File: src/rtl/debug_dump_tx.sv
// rtl/debug_dump_tx.sv - register-bank dump serializer feeding a UART transmitter
// Walks NUM_WORDS words, emitting an optional header byte then every word byte-by-byte.

module debug_dump_tx #(
  parameter int         WORD_WIDTH = 32,
  parameter int         NUM_WORDS  = 32,
  parameter int         ADDR_WIDTH = 5,
  parameter int         CNT_WIDTH  = 8,
  parameter int         MSB_FIRST  = 1,
  parameter int         HEADER_EN  = 1,
  parameter logic [7:0] HEADER     = 8'hA5
) (
  input  logic                  clk,
  input  logic                  reset,
  input  logic                  start,
  input  logic                  abort,
  output logic [ADDR_WIDTH-1:0] word_addr,
  input  logic [WORD_WIDTH-1:0] word_in,
  output logic                  tx_start,
  output logic [7:0]            tx_data,
  input  logic                  tx_done,
  output logic                  busy,
  output logic                  sent_flag,
  output logic [CNT_WIDTH-1:0]  send_counter
);

  localparam int BYTES = WORD_WIDTH / 8;
  localparam int IDX_W = (BYTES > 1) ? $clog2(BYTES) : 1;
  localparam logic [IDX_W-1:0]      LAST_BYTE = IDX_W'(BYTES - 1);
  localparam logic [ADDR_WIDTH-1:0] LAST_WORD = ADDR_WIDTH'(NUM_WORDS - 1);

  typedef enum logic [2:0] {
    IDLE, HDR, HDR_WAIT, LOAD, SEND, WAIT, DONE
  } state_t;

  state_t                state;
  logic [WORD_WIDTH-1:0] shiftReg;
  logic [WORD_WIDTH-1:0] shiftNext;
  logic [IDX_W-1:0]      byteIdx;

  // The outgoing byte always sits at the end of the shift register that leaves first.
  function automatic logic [7:0] pickByte(input logic [WORD_WIDTH-1:0] w);
    if (MSB_FIRST != 0) return w[WORD_WIDTH-1 -: 8];
    else                return w[7:0];
  endfunction

  assign shiftNext = (MSB_FIRST != 0) ? (shiftReg << 8) : (shiftReg >> 8);

  always_ff @(posedge clk) begin
    if (reset) begin
      state        <= IDLE;
      busy         <= 1'b0;
      tx_start     <= 1'b0;
      tx_data      <= 8'h00;
      sent_flag    <= 1'b0;
      word_addr    <= '0;
      send_counter <= '0;
      shiftReg     <= '0;
      byteIdx      <= '0;
    end else begin
      tx_start  <= 1'b0;
      tx_data   <= 8'h00;
      sent_flag <= 1'b0;
      // Abort beats a same-cycle tx_done, so the counter and address freeze where they are.
      if (state != IDLE && abort) begin
        state <= IDLE;
        busy  <= 1'b0;
      end else begin
        case (state)
          IDLE: begin
            if (start) begin
              send_counter <= '0;
              word_addr    <= '0;
              busy         <= 1'b1;
              if (HEADER_EN != 0) begin
                state    <= HDR;
                tx_start <= 1'b1;
                tx_data  <= HEADER;
              end else begin
                state <= LOAD;
              end
            end
          end
          HDR: state <= HDR_WAIT;
          HDR_WAIT: begin
            if (tx_done) begin
              send_counter <= send_counter + CNT_WIDTH'(1);
              state        <= LOAD;
            end
          end
          LOAD: begin
            shiftReg <= word_in;
            byteIdx  <= '0;
            state    <= SEND;
            tx_start <= 1'b1;
            tx_data  <= pickByte(word_in);
          end
          SEND: state <= WAIT;
          WAIT: begin
            if (tx_done) begin
              send_counter <= send_counter + CNT_WIDTH'(1);
              if (byteIdx != LAST_BYTE) begin
                shiftReg <= shiftNext;
                byteIdx  <= byteIdx + IDX_W'(1);
                state    <= SEND;
                tx_start <= 1'b1;
                tx_data  <= pickByte(shiftNext);
              end else if (word_addr == LAST_WORD) begin
                state     <= DONE;
                sent_flag <= 1'b1;
              end else begin
                word_addr <= word_addr + ADDR_WIDTH'(1);
                state     <= LOAD;
              end
            end
          end
          DONE: begin
            state <= IDLE;
            busy  <= 1'b0;
          end
          default: begin
            state <= IDLE;
            busy  <= 1'b0;
          end
        endcase
      end
    end
  end

endmodule

File: config.mk
export PLATFORM = sky130hd
export DESIGN_NAME = debug_dump_tx
export DESIGN_NICKNAME = d
export VERILOG_FILES = /design/src/rtl/debug_dump_tx.sv
export SDC_FILE = /design/constraint.sdc
export NUM_CORES = 1
export LEC_CHECK = 0
export ABC_AREA = 1
export BUFFER_PORTS_ARGS = -buffer_cell sky130_fd_sc_hd__buf_2
export CAP_MARGIN = 20
export CORE_UTILIZATION = 53
export DETAILED_ROUTE_END_ITERATION = 8
export GPL_ROUTABILITY_DRIVEN = 0
export GPL_TIMING_DRIVEN = 0
export PLACE_DENSITY_LB_ADDON = 0.3
export SYNTH_ARGS = -nofsm -noshare
export SYNTH_HDL_FRONTEND = slang
export SYNTH_SLANG_ARGS = --single-unit
File: constraint.sdc
create_clock -name clk -period 2.1 [get_ports clk]
set_input_delay 0.315 -clock clk [delete_from_list [all_inputs] [get_ports clk]]
set_output_delay 0.315 -clock clk [all_outputs]
set_load 0.02 [all_outputs]
## After elaboration in Yosys (flattened, before gate mapping)

Cells that the tools add are included.

| cells by class | value |
|---|---|
| add/subtract/negate cells | 3 |
| multiply operators | 0 |
| divide/modulo/power cells | 0 |
| magnitude comparators | 0 |
| equality and inequality tests | 14 |
| shifts and indexed selects | 0 |
| multiplexer cells | 31 |
| bitwise logic cells | 4 |
| reduce and logical (&&, ||, !) cells | 15 |

Operators by type and width:

| kind | count |
|---|---|
| 24-bit two-way mux | 2 |
| 24-bit one-hot mux with 2 select lines | 1 |
| 8-bit two-way mux | 5 |
| 8-bit one-hot mux with 3 select lines | 1 |
| 5-bit two-way mux | 4 |
| 3-bit one-hot mux with 6 select lines | 1 |
| 8-bit one-hot mux with 2 select lines | 1 |
| 3-bit two-way mux | 5 |
| 2-bit != test, second input constant | 7 |
| 5-bit one-hot mux with 2 select lines | 1 |
| 5-bit OR reduction | 2 |
| 8-bit by 1-bit adder with 8-bit output, second input constant | 1 |
| 4-bit AND reduction | 2 |
| 3-bit by 2-bit == test with 1-bit output, second input constant | 2 |
| 3-bit == test, second input constant | 2 |
| 6-bit AND reduction | 1 |
| 2-bit nonzero test | 3 |
| 5-bit by 1-bit adder with 5-bit output, second input constant | 1 |
| 5-bit == test, second input constant | 1 |
| 1-bit two-way mux | 5 |
| 2-bit two-way mux | 2 |
| 1-bit NOT | 4 |
| 2-bit one-hot mux with 2 select lines | 1 |
| 2-bit OR reduction | 2 |
| other kinds (10) | 10 |

| storage, ports and cells | value |
|---|---|
| flip-flop bits (word level) | 53 |
| bits in latches | 0 |
| memory bits (writable) | 0 |
| bits in read-only memories | 0 |
| memories | 0 |

## Logic depth before layout (Yosys ltp)

| logic depth | value |
|---|---|
| depth after elaboration | 5 |
| depth in mapped cells | 11 |
| mapped depth without buffers | 11 |

## Least setup slack after synthesis

No wires, ideal clock.

| path | value |
|---|---|
| kind | register to register |
| start | register word_addr[0] |
| end | register word_addr[0] |
| arrival | 1.543 ns |
| data required time | 1.988 ns |
| path slack | 0.445 ns |
| cell stages (with the launch flop) | 12 |
| period minus slack after synthesis | 1.655 ns |
| cells stage by stage | dfxtp_1 ha_1 nand2_1 nor2_1 ha_1 inv_1 a21oi_1 nor2_2 nand2_1 inv_2 nor2_1 nor2_1 |

| between the ends | value |
|---|---|
| word-level cells in the longest chain between the ends | 5 |
| elaborated cells on any way between the ends | 8 |
| those cells by class | add/sub: 1; eq/ne: 2; mux: 4; reduce/logical: 1 |

RTL lines:

| what | line | source |
|---|---|---|
| start, declared | 17 | `output logic [ADDR_WIDTH-1:0] word_addr,` |
| start signal, assigned | 112 | `word_addr <= word_addr + ADDR_WIDTH'(1);` |
| 5-bit by 1-bit adder with 5-bit output | 112 |  |
| 5-bit two-way mux | 108 | `end else if (word_addr == LAST_WORD) begin` |
| 5-bit two-way mux | 102 | `if (byteIdx != LAST_BYTE) begin` |
| 5-bit two-way mux | 100 | `if (tx_done) begin` |
| 5-bit one-hot mux with 2 select lines | 69 | `case (state)` |

Several ways; a longest one is shown, not always the timed one. The select of a mux whose other input is x is not followed.
A chain may end at the register's enable or synchronous reset.

## Final worst setup path

| path | value |
|---|---|
| start | register word_addr[0] |
| end | register word_addr[3] |

Same word-level chain as after synthesis.

==> results.md <==
- Sequential area share after synthesis: 0.406
- Fmax: between 0.5 and 0.6 GHz
- Die Ht: roughly 72 microns
- Final Hold Viols: 0
- Final WS setup: about 0.31 ns
- Clock latency on the worst-skew pair: 0.31 ns
- Peak supply drop: approximately 0.60 mV
- Placed insts: roughly 500
- Cells after Synth: between 300 and 400
- Reg2reg start: word_addr[0]
- TritonRoute pass-1 iters: 4
- Hold Path Class: in2reg
- Syn Nets: about 420
- DRC viols: 0
- GRT Util Overall: 0.226
- Leakage: roughly 1.4 nW
- CTS tree: yes
- Ports: 61
- R2r worst-path depth: 11
- Terminus of the critical flop-to-flop path: word_addr[3]
- Largest net degree at the start of global routing: 19
- First-pass GRT wire length: roughly 9300 microns
- Initial Utilization: 0.553
- Ys flop type: dfxtp_1
- Total CTS buffers: 5
- Post_cts resized: 0
- Setup Fix Bufs, Post-CTS: 0
- Rows: 25
- Clock transition at path regs: about 0.1 ns
- Area of the mapped netlist: about 0.0026 sq mm
- Crit Path Category: reg2reg
- Layout cells sized above 1: 0.226
- Sum Neg Setup Slack: 0 ns
- Synth area leaders: dfxtp_1 (41%), nand2_1 (17%), nor2_1 (9.1%)
- Fillcell total: approximately 440
- Synthesized area per cell: around 7 sq um
- Dpl hpwl: about 4300 microns
- PnR Total Power: 0.00232 W
- Final worst path period share: 0.852
- Hold buffers post-CTS: 0
- PD cells: roughly 750 mW/mm^2
- Max_slew headroom: 0.650
- DRT iter0 DRCs: about 140
- Vias per cell: around 5
- Core area: about 0.0047 sq mm
- Crit path launch type: flip-flop
- Dpl cell area: 0.00300 sq mm
- Crit path DAT: ~2 ns
- Post-synth top cells: nand2_1 (116), nor2_1 (63), dfxtp_1 (53)
- H-tree depth: 2
- Synth warnings: 0
- Vias in the first global route: between 2,000 and 2,500
- Clock Skew: 0.00759 ns
- Final net count: just under 500
- Most frequent cell after synthesis: nand2_1
- Final ANT Viol Nets: 0
- Async S/R FF share, synth: 0
- Period minus WS final: 1.79 ns
- Max-Cap Viols: 0
- Area Growth Syn to Fin: 18.4%
- Element type at the critical path end: flip-flop
- Area leader, netlist: dfxtp_1
- Synth Register Bits: 53
- Area occupied by multi-input gates: around 0.0014 sq mm
- Slew Limit Fails: 0
- Yosys cell types: 33
- IO Port Bufs: 60
- Diodes inserted: 0
- EDFF count, synth: 0
- Critical Path RT: between 2 and 2.5 ns
- Fin area: around 0.003 sq mm
- DIE WIDTH: ~72 microns
- CP Capture Point: word_addr[3]
- Crit. Startpoint: word_addr[0]
- Total congestion overflow: 0
- Routed WL: 5780 microns
- Root buf cell: clkbuf_8
- # clock sinks: between 50 and 60
- Cell count of the worst hold path: 2
- Final setup viols: 0
- Run status: completed
- Routed vias: roughly 2,600
- Placement Setup Slack: approximately 0.34 ns
- Share of Yosys cell area claimed by the top area cell type: 0.406
- RSZ-0062 raised after global routing: false
- Post-route insts no fill: 510
- Register area: 0.00106 sq mm
- WL per Instance: 11.3 microns
- Initial antenna violation count: 0
- CP max FO: 6
- R2R Setup Slk: 0.31 ns
- Die Footprint: ~0.0052 sq mm
- Longest Clk Path Bufs: 2
- Slew @ Worst Pin: ~0.52 ns
[through the flow]
stage,utilization,hold WS (ns)
final,0.654,0.230
after global routing,0.654,0.241
after global placement,0.634,0.447
after floorplan,-,0.384
after CTS,0.654,0.223
after detailed placement,0.634,0.453
[how the worst min path moves through the flow]
| stage | start | end | slack [ns] |
|---|---|---|---|
| 6_report | reset | send_counter[1] | 0.23 |
| 5_1_grt | word_in[5] | shiftReg[5] | 0.24 |
| 4_1_cts | reset | send_counter[4] | 0.22 |
| 3_5_place_dp | send_counter[7] | send_counter[7] | 0.45 |
| 3_3_place_gp | send_counter[7] | send_counter[7] | 0.45 |
| 2_1_floorplan | reset | send_counter[1] | 0.38 |
[report_power, final]
| group | leakage (nW) | internal [W] | switching (W) |
|---|---|---|---|
| Combinational | 0.903 | 0.000194 | 0.000377 |
| Clock | 0.0423 | 0.000243 | 0.000368 |
| Sequential | 0.430 | 0.00108 | 0.0000582 |
[area by class of cell]
type / count / share of cell area
inverter: 26 / 0.0316
tap: 67 / 0.0271
timing repair buffer: 60 / 0.0972
clock inverter: 3 / 0.00850
sequential: 53 / 0.343
clock buffer: 5 / 0.0223
buffer: 11 / 0.0312
multi-input combinational: 285 / 0.439
[cells in the final DEF, fill, tap and decap left out]
cell / Yosys / layout
inv_2: 3 / 3
clkbuf_8: 0 / 5
nor3_1: 1 / 1
inv_8: 0 / 1
nand2_2: 4 / 4
o21ai_0: 12 / 12
nand2_1: 116 / 116
o21ai_2: 1 / 1
clkinvlp_4: 0 / 2
clkinv_1: 1 / 1
clkbuf_1: 1 / 1
o21bai_1: 1 / 1
nand3_2: 7 / 7
ha_1: 4 / 4
buf_4: 2 / 2
nor3_2: 1 / 1
nor2_8: 1 / 1
nor2_1: 63 / 63
or2_2: 1 / 1
nand4_1: 1 / 1
xnor2_1: 1 / 1
nand3_4: 1 / 1
a22oi_1: 4 / 4
a221oi_1: 1 / 1
buf_6: 6 / 6
dfxtp_1: 53 / 53
nor4_1: 1 / 1
a31oi_1: 4 / 4
nand3_1: 32 / 32
nor3b_1: 1 / 1
buf_2: 2 / 62
nand2_4: 2 / 2
a21boi_0: 1 / 1
nor2_2: 1 / 1
inv_1: 22 / 22
a21oi_1: 23 / 23
[sequential cells by signal, indices dropped and copies added, names as in the netlist]
name,flops
state,3
sent_flag,1
tx_data,8
byteIdx,2
shiftReg,24
word_addr,5
send_counter,8
tx_start,1
busy,1
[routing by layer]
metal / wire length, microns / global-route usage / vias to the layer above / part of all wire
met3: 249 / 0.0486 / 5 / 0.043
met2: 2750 / 0.384 / 60 / 0.48
li1: - / - / 1342 / -
met5: 0 / 0 / - / 0
met4: 61 / 0.0675 / 0 / 0.011
met1: 2720 / 0.287 / 1174 / 0.47
[cells by family after synthesis]
family / count (synthesis) / synth area share
AO/OA/AOI/OAI: 47 / 0.101
AND/OR/NAND/NOR: 233 / 0.396
XOR/XNOR: 1 / 0.00335
buffers and inverters: 37 / 0.0743
flip-flops: 53 / 0.406
adder cells (fa/ha/maj): 4 / 0.0192
[critical path, stage by stage (launching register included)]
cell     delay, ns
dfxtp_1       0.36
ha_1          0.23
nand2_1       0.08
nor2_1        0.05
ha_1          0.18
inv_1         0.11
a21oi_1       0.11
nor2_2        0.26
nand2_1       0.13
inv_2         0.09
nor2_1        0.04
nor2_1        0.09
(Power assumes the default switching activity.)
